==> config.mk <==
export PLATFORM = sky130hd
export DESIGN_NAME = data_mem_lsu
export DESIGN_NICKNAME = d
export VERILOG_FILES = /design/src/rtl/data_mem_lsu.sv
export SDC_FILE = /design/constraint.sdc
export NUM_CORES = 1
export LEC_CHECK = 0
export CAP_MARGIN = 15
export CORE_ASPECT_RATIO = 2
export CORE_MARGIN = 2
export CORE_UTILIZATION = 39
export DETAILED_ROUTE_END_ITERATION = 7
export HOLD_SLACK_MARGIN = 0.06
export PLACE_DENSITY = 0.82
export SYNTH_ARGS = -nofsm -noshare
export SYNTH_HDL_FRONTEND = slang
export SYNTH_SLANG_ARGS = --single-unit
==> constraint.sdc <==
create_clock -name clk -period 1.9 [get_ports clk]
set_input_delay 0.38 -clock clk [delete_from_list [all_inputs] [get_ports clk]]
set_output_delay 0.38 -clock clk [all_outputs]
set_load 0.02 [all_outputs]
==> src/rtl/data_mem_lsu.sv <==
// rtl/data_mem_lsu.sv - load/store front end for a word-wide RAM without byte enables
// Optional LSU_RANGE_CHECK_EN: error out addresses outside the data RAM window.
module data_mem_lsu #(
  parameter logic [31:0] BASE_ADDR   = 32'h10010000,
  parameter int          DEPTH_WORDS = 64
) (
  input  logic        clk,
  input  logic        reset,
  input  logic        req_valid_i,
  output logic        req_ready_o,
  input  logic        req_we_i,
  input  logic [1:0]  req_size_i,
  input  logic        req_unsigned_i,
  input  logic [31:0] req_addr_i,
  input  logic [31:0] req_wdata_i,
  output logic        rsp_valid_o,
  output logic        rsp_err_o,
  output logic [31:0] rsp_rdata_o,
  output logic        ram_we_o,
  output logic [31:0] ram_addr_o,
  output logic [31:0] ram_data_o,
  input  logic [31:0] ram_q_i
);

  typedef enum logic [2:0] {IDLE, RD, RDW, WR, RESP} state_t;

  localparam logic [31:0] END_ADDR = BASE_ADDR + 32'(4 * DEPTH_WORDS);
`ifdef LSU_RANGE_CHECK_EN
  localparam logic RANGE_EN = 1'b1;
`else
  localparam logic RANGE_EN = 1'b0;
`endif

  state_t      state, state_d;
  logic        we_q, we_qd;
  logic [1:0]  size_q, size_qd;
  logic        uns_q, uns_qd;
  logic [1:0]  lane_q, lane_qd;
  logic [15:0] wdata_q, wdata_qd;

  logic        ready_d, rsp_valid_d, rsp_err_d, ram_we_d;
  logic [31:0] rsp_rdata_d, ram_addr_d, ram_data_d;

  logic        req_word, misalign, in_range, req_err;
  logic [4:0]  shamt;
  logic [31:0] lane_word, load_val, lane_mask, store_ins, merged;

  always_comb begin
    req_word = req_size_i[1];
    misalign = (req_size_i == 2'b01 && req_addr_i[0]) ||
               (req_word && req_addr_i[1:0] != 2'b00);
    in_range = (req_addr_i >= BASE_ADDR) && (req_addr_i < END_ADDR);
    req_err  = misalign || (RANGE_EN && !in_range);
  end

  // Lane extraction for loads and lane merge for sub-word stores.
  always_comb begin
    shamt     = {lane_q, 3'b000};
    lane_word = ram_q_i >> shamt;
    load_val  = ram_q_i;
    lane_mask = 32'h0000ffff << shamt;
    store_ins = {16'h0000, wdata_q} << shamt;
    if (size_q == 2'b00) begin
      load_val  = {{24{~uns_q & lane_word[7]}}, lane_word[7:0]};
      lane_mask = 32'h000000ff << shamt;
      store_ins = {24'h000000, wdata_q[7:0]} << shamt;
    end else if (size_q == 2'b01) begin
      load_val  = {{16{~uns_q & lane_word[15]}}, lane_word[15:0]};
    end
    merged = (ram_q_i & ~lane_mask) | store_ins;
  end

  always_comb begin
    state_d     = state;
    we_qd       = we_q;
    size_qd     = size_q;
    uns_qd      = uns_q;
    lane_qd     = lane_q;
    wdata_qd    = wdata_q;
    rsp_valid_d = 1'b0;
    rsp_err_d   = 1'b0;
    rsp_rdata_d = 32'h0;
    ram_we_d    = 1'b0;
    ram_addr_d  = ram_addr_o;
    ram_data_d  = 32'h0;
    case (state)
      IDLE: begin
        if (req_valid_i) begin
          we_qd    = req_we_i;
          size_qd  = req_size_i;
          uns_qd   = req_unsigned_i;
          lane_qd  = req_addr_i[1:0];
          wdata_qd = req_wdata_i[15:0];
          if (req_err) begin
            state_d     = RESP;
            rsp_valid_d = 1'b1;
            rsp_err_d   = 1'b1;
          end else begin
            ram_addr_d = {req_addr_i[31:2], 2'b00};
            if (req_we_i && req_word) begin
              state_d    = WR;
              ram_we_d   = 1'b1;
              ram_data_d = req_wdata_i;
            end else begin
              state_d = RD;
            end
          end
        end
      end
      RD: state_d = RDW;
      RDW: begin
        if (we_q) begin
          state_d    = WR;
          ram_we_d   = 1'b1;
          ram_data_d = merged;
        end else begin
          state_d     = RESP;
          rsp_valid_d = 1'b1;
          rsp_rdata_d = load_val;
        end
      end
      WR: begin
        state_d     = RESP;
        rsp_valid_d = 1'b1;
      end
      RESP:    state_d = IDLE;
      default: state_d = IDLE;
    endcase
    ready_d = (state_d == IDLE);
  end

  always_ff @(posedge clk) begin
    if (reset) begin
      state       <= IDLE;
      we_q        <= 1'b0;
      size_q      <= 2'b00;
      uns_q       <= 1'b0;
      lane_q      <= 2'b00;
      wdata_q     <= 16'h0;
      req_ready_o <= 1'b1;
      rsp_valid_o <= 1'b0;
      rsp_err_o   <= 1'b0;
      rsp_rdata_o <= 32'h0;
      ram_we_o    <= 1'b0;
      ram_addr_o  <= 32'h0;
      ram_data_o  <= 32'h0;
    end else begin
      state       <= state_d;
      we_q        <= we_qd;
      size_q      <= size_qd;
      uns_q       <= uns_qd;
      lane_q      <= lane_qd;
      wdata_q     <= wdata_qd;
      req_ready_o <= ready_d;
      rsp_valid_o <= rsp_valid_d;
      rsp_err_o   <= rsp_err_d;
      rsp_rdata_o <= rsp_rdata_d;
      ram_we_o    <= ram_we_d;
      ram_addr_o  <= ram_addr_d;
      ram_data_o  <= ram_data_d;
    end
  end

endmodule

==> impl_metrics.ini, run 1 <==
[run_status]
status = completed

[final_layout]
final_util_pct = 62.96
layout_common_cells = 199 x clkdlybuf4s50_1, 122 x dfxtp_1, 115 x nand2_1
fill_cells = 1033
stdcell_area_um2 = 8134
layout_commonest_cell = clkdlybuf4s50_1
multi_input_area_um2 = 2434
nets = 908
n_antenna_cell = 0
finalNonFillerCells = 970
drive_gt1_share_pct = 13.69
area_growth_pct = 58.33
regArea_um2 = 2464

[logic_synthesis]
yosysSeqAreaShare_pct = 47.93
postSynthAreaPerCell_um2 = 8.827
synth_area_um2 = 5137
ys.flop_type = dfxtp_1
synth_cell_type_count = 43
ys_ff_latch = 123
yosys_warnings = 0
async_reset_ff_share_pct = 0
synth_edf_count = 0
syn_inst = 582

[worst_setup_path]
required_ns = 2.26
r2r_setup_slack_ns = 0.09
rr_worst_depth = 5
cp.arrival_ns = 2.18
critPathKind = reg2reg
critPathCapture = ram_data_o[26]
timing.rr.start = state[0]
end_kind = flop
worstSetupStartpointType = flop
crit_path_max_fanout = 5
worstSetupStartpoint = state[0]
timing.rr.end = ram_data_o[26]

[clock_tree]
insertion_delay_ns = 0.41
cts_setup_buffers = 0
cts_buffers = 17
h-tree-depth = 4
clkTransAtPathRegs_ns = 0.06
cts.sinks = 123
cts_tree = yes
cts_buffer_depth = 2
clockRootBuffer = clkbuf_16

[timing]
finalHoldWorstSlack_ns = 0.4523
setup_violations = 0
fmax_mhz = 551.6
post-route-period-util_pct = 95.42
final_max_slew_viol_count = 0
finalClockSkew_ns = 0.01025
relSlewSlack_pct = 48.11
worst_pin_slew_ns = 0.7737
period_needed_ns = 1.813
rsz0062_at_grt = no
timing_hold_violations_final = 0

[drt]
vias_per_cell = 5.529
drt-total-wl_um = 18650
first_pass_iters = 6
drtIter0Drc = 281
via_count = 5363
wl_per_cell_um = 19.22
detail-route-antenna-nets = 0
drc = 0

[grt]
grt_pass1_wl_um = 28660
grtUsageMet2_pct = 46.71
overflow = 0
met3_usage_pct = 5.417
grt_max_degree = 55
grt.total_usage_pct = 26.40
antenna_found_initial = 0
grt.busiest_layer = met2
use_met1_pct = 24.88
grt_pass1_vias = 5477

[power]
seq_power_share_pct = 39.4
leakage_nw = 3.161
p_sw_w = 0.001922
power_switching_share_pct = 27.44
intPower_w = 0.005082
p_per_area_nw_per_um2 = 861.1
combPwrFrac_pct = 16.7
power.share.clock_pct = 43.9
power_w = 0.007004
vdd_drop_max_v = 0.0007507

[die]
die_w_um = 85.16
die_y_um = 166.3
dieArea_um2 = 14160
start_util_pct = 39.77
row_count = 59
core_area_um2 = 12920
io_pins = 203

[place]
place_area_um2 = 7559
portBuffers = 200
dp_cells = 938
dp_hpwl_um = 14030
place_congestion = 1.007

[job]
cap_violations = 0

[min_path]
hp-class = reg2reg
-- area by class of cell --
type,instances,area share (%)
Clock inverter,14,1.538
Tap cell,152,2.338
Clock buffer,18,5.399
Multi-Input combinational cell,407,29.92
Inverter,6,0.2769
Timing Repair Buffer,250,30.24
Sequential cell,123,30.29
-- worst min path at each step --
stage                         startpoint             end  slack [ns]  cells past startpoint
final                     ram_addr_o[28]  ram_addr_o[28]        0.45                      2
after global routing       ram_addr_o[7]   ram_addr_o[7]        0.47                      2
after CTS                 ram_addr_o[28]  ram_addr_o[28]        0.45                      2
after detailed placement   ram_addr_o[7]   ram_addr_o[7]        0.45                      2
after global placement    ram_addr_o[11]  ram_addr_o[11]        0.44                      2
after floorplan                    uns_q           uns_q        0.44                      2
-- synthesized netlist by cell type, types with 2 or more instances --
cell | n | area share (%)
nor2b_1 | 14 | 1.7
or2_2 | 3 | 0.37
o221a_2 | 7 | 1.5
nor3_1 | 2 | 0.19
buf_2 | 7 | 0.68
nand2b_1 | 11 | 1.3
nand2_1 | 115 | 8.4
dfxtp_1 | 123 | 48
buf_6 | 6 | 1.3
o31ai_1 | 10 | 1.5
a22o_1 | 6 | 1.0
a21oi_1 | 81 | 7.9
a21boi_0 | 4 | 0.58
a22oi_1 | 25 | 3.7
nor2_1 | 31 | 2.3
inv_1 | 6 | 0.44
buf_1 | 3 | 0.22
o21ai_0 | 9 | 0.88
a31oi_1 | 5 | 0.61
mux2i_1 | 14 | 2.7
mux2_2 | 9 | 2.0
clkbuf_1 | 27 | 2.0
a221oi_1 | 4 | 0.68
buf_4 | 3 | 0.44
and2_1 | 2 | 0.24
a32o_1 | 8 | 1.6
a21o_1 | 23 | 3.4
o2bb2ai_1 | 9 | 1.5
-- layer usage --
metal | routed length [um] | share of wire, % | up-vias
met5 | 0 | 0 | -
met4 | 1672 | 9.0 | 0
met3 | 1007 | 5.4 | 97
met2 | 9854 | 53 | 294
met1 | 6113 | 33 | 2481
li1 | - | - | 2491
-- worst max-delay path: stages (launching register included) --
cell	delay, ns
dfxtp_1	0.34
or3_4	0.43
buf_4	0.16
or2_2	0.34
a221oi_1	0.37
a21o_1	0.12
-- state kept, by name, summed over array words and instances, names as in the netlist, 2 cells and up --
name	flops
ram_data_o	32
ram_addr_o	30
lane_q	2
state	3
wdata_q	16
size_q	2
rsp_rdata_o	32
-- power groups by stage --
stage / Clock, W / Sequential, W / Combinational (W)
floorplan: 0 / 0.00285 / 0.000496
global placement: 0 / 0.00281 / 0.00114
detailed placement: 0 / 0.00281 / 0.00115
CTS: 0.00311 / 0.00275 / 0.00116
global route: 0.00322 / 0.00277 / 0.00125
finish: 0.00308 / 0.00276 / 0.00117
-- cell families (layout without fill, tap and decap cells) --
| family | Yosys count | after routing | share of synthesized area (%) |
|---|---|---|---|
| multiplexers | 23 | 23 | 4.700 |
| buffers and inverters | 53 | 288 | 5.163 |
| flip-flops | 123 | 123 | 47.93 |
| AND/OR/NAND/NOR | 189 | 189 | 17.00 |
| AO/OA/AOI/OAI | 193 | 193 | 25.13 |
| other | 1 | 2 | 0.07299 |
-- per-stage QoR --
stage | setup TNS (ns) | worst slack (ns)
after CTS | 0 | 0.03660
final | 0 | 0.08703
after floorplan | 0 | 0.05398
after detailed placement | -19.41 | -0.2899
after global routing | 0 | 0.03729
after global placement | -15.05 | -0.2166
-- timing repair --
action | CTS | global route
resized for setup | 2 | 1
gates cloned | 0 | 0
endpoints found under the setup margin | 15 | 11
hold buffers | 0 | 0
endpoints found under the hold margin | 0 | 0
No activity file was read; power rests on OpenSTA's default activity.
==> run 2, diff against run 1 <==
Settings changed: PLACE_DENSITY 0.82 to unset, PLACE_DENSITY_LB_ADDON set to 0.15.
==> run 2 against run 1 <==
  * Setup slack improved by 0.0021 ns
  * Non-clock buffer count unchanged
  * Final cell count decreased by 0.21%
  * Sequential share of layout area decreased by 0.093 points
  * Maximum frequency increased by 0.11%
  * Largest cell class unchanged
  * Highest routed layer unchanged
==> impl_metrics.ini, run 2 (same netlist as run 1, synthesis figures left out) <==
[grt]
grt_pass1_vias = 5401
overflow = 0
antenna_found_initial = 0
grt_pass1_wl_um = 28770
grt.total_usage_pct = 26.37
grt_max_degree = 55

[die]
die_y_um = 166.3
row_count = 59
dieArea_um2 = 14160
io_pins = 203
die_w_um = 85.16
core_area_um2 = 12920
start_util_pct = 39.77

[final_layout]
top_regs = ram_data_o: 32 flops, rsp_rdata_o: 32 flops, ram_addr_o: 30 flops
final_util_pct = 63.16
drive_gt1_share_pct = 13.36
layout_commonest_cell = clkdlybuf4s50_1
area_growth_pct = 58.82
multi_input_area_um2 = 2431
nets = 908
fill_cells = 1126
n_antenna_cell = 0
layout_common_cells = 199 x clkdlybuf4s50_1, 122 x dfxtp_1, 115 x nand2_1
regArea_um2 = 2464
finalNonFillerCells = 968

[clock_tree]
cts_tree = yes
clockRootBuffer = clkbuf_16
cts_buffer_depth = 2
h-tree-depth = 4
clkTransAtPathRegs_ns = 0.06
hold_buffers = 0
cts_buffers = 17
cts.sinks = 123
insertion_delay_ns = 0.41

[min_path]
hp-class = reg2reg
worstHoldStart = ram_addr_o[22]
whs_path_depth = 2

[worst_setup_path]
crit_chain = buf_4, or4b_4, nor4_4, buf_12, o2bb2ai_1
timing.rr.start = state[0]
critPathKind = reg2reg
cp_slowest_stage_delay_ns = 0.61
worstSetupStartpoint = state[0]
rr_worst_depth = 5
crit_path_max_fanout = 16
cp.arrival_ns = 2.15
worstSetupStartpointType = flop
end_kind = flop
cpMaxStageDelayCell = or4b_4
required_ns = 2.24

[timing]
timing.final.ws_setup_ns = 0.08909
worst_pin_slew_ns = 0.5419
setup_violations = 0
post-route-period-util_pct = 95.31
period_needed_ns = 1.811
timing_hold_violations_final = 0
rsz0062_at_grt = no
relSlewSlack_pct = 63.81
finalClockSkew_ns = 0.008621
fmax_mhz = 552.2
final_max_slew_viol_count = 0

[power]
power_w = 0.007249
p_per_area_nw_per_um2 = 888.5
power.share.clock_pct = 45.9
p_sw_w = 0.001830
intPower_w = 0.005419
combPwrFrac_pct = 15.9
leakage_nw = 3.177
vdd_drop_max_v = 0.0008116
power_switching_share_pct = 25.24
seq_power_share_pct = 38.1

[drt]
vias_per_cell = 5.470
drtIter0Drc = 365
drc = 0
detail-route-antenna-nets = 0
first_pass_iters = 7
drt-total-wl_um = 18470
via_count = 5295
wl_per_cell_um = 19.08

[place]
portBuffers = 200
dp_cells = 938
pre_cts_slack_ns = -0.2807
place_congestion = 0.9833
dp_hpwl_um = 14490

[run_status]
status = completed

[job]
cap_violations = 0
==> run 2: final timing paths <==
kind,to,slack [ns]
worst max-delay path,ram_data_o[29],0.09
worst min-delay path,ram_addr_o[22],0.45
worst max register to register,ram_data_o[29],0.09
worst min register to register,ram_addr_o[22],0.45
==> run 2: critical path, delay by kind of cell, from the launching register on <==
family	cells	cell delay [ns]
flip-flops	1	0.34
buffers and inverters	2	0.34
AO/OA/AOI/OAI	1	0.12
AND/OR/NAND/NOR	2	0.94
==> run 2: power by group through the flow <==
stage	logic [W]	registers [W]	clock network, W
final	0.00116	0.00276	0.00333
after global routing	0.00125	0.00277	0.00348
after CTS	0.00115	0.00276	0.00338
after global placement	0.00113	0.00281	0
after detailed placement	0.00114	0.00281	0
after floorplan	0.000496	0.00285	0
==> run 2: cell type report <==
cell class	count	area share, %
multi-input combinational	407	29.80
tap	152	2.331
sequential	123	30.19
clock inverter	12	2.147
timing repair buffer	250	30.00
inverter	6	0.2760
clock buffer	18	5.260
==> run 2: metrics by stage <==
stage	TNS (ns)	area, um2	hold slack, ns
2_1_floorplan	0	5141	0.4447
3_3_place_gp	-14.18	7546	0.4420
3_5_place_dp	-17.37	7546	0.4486
4_1_cts	0	8158	0.4541
5_1_grt	0	8159	0.4800
6_report	0	8159	0.4499
==> run 2: routing by layer <==
| layer | global-route usage, % | up-vias | routed length [um] |
|---|---|---|---|
| met5 | 0 | - | 0 |
| li1 | - | 2490 | - |
| met1 | 24.63 | 2496 | 5952 |
| met2 | 49.52 | 248 | 10300 |
| met4 | 16.08 | 0 | 1079 |
| met3 | 6.262 | 61 | 1134 |
==> run 2: what timing repair did <==
action | 4_1_cts | 5_1_grt
pin swaps | 0 | 1
endpoints found under the setup margin | 11 | 18
buffers inserted | 0 | 0
gates resized for setup | 2 | 1
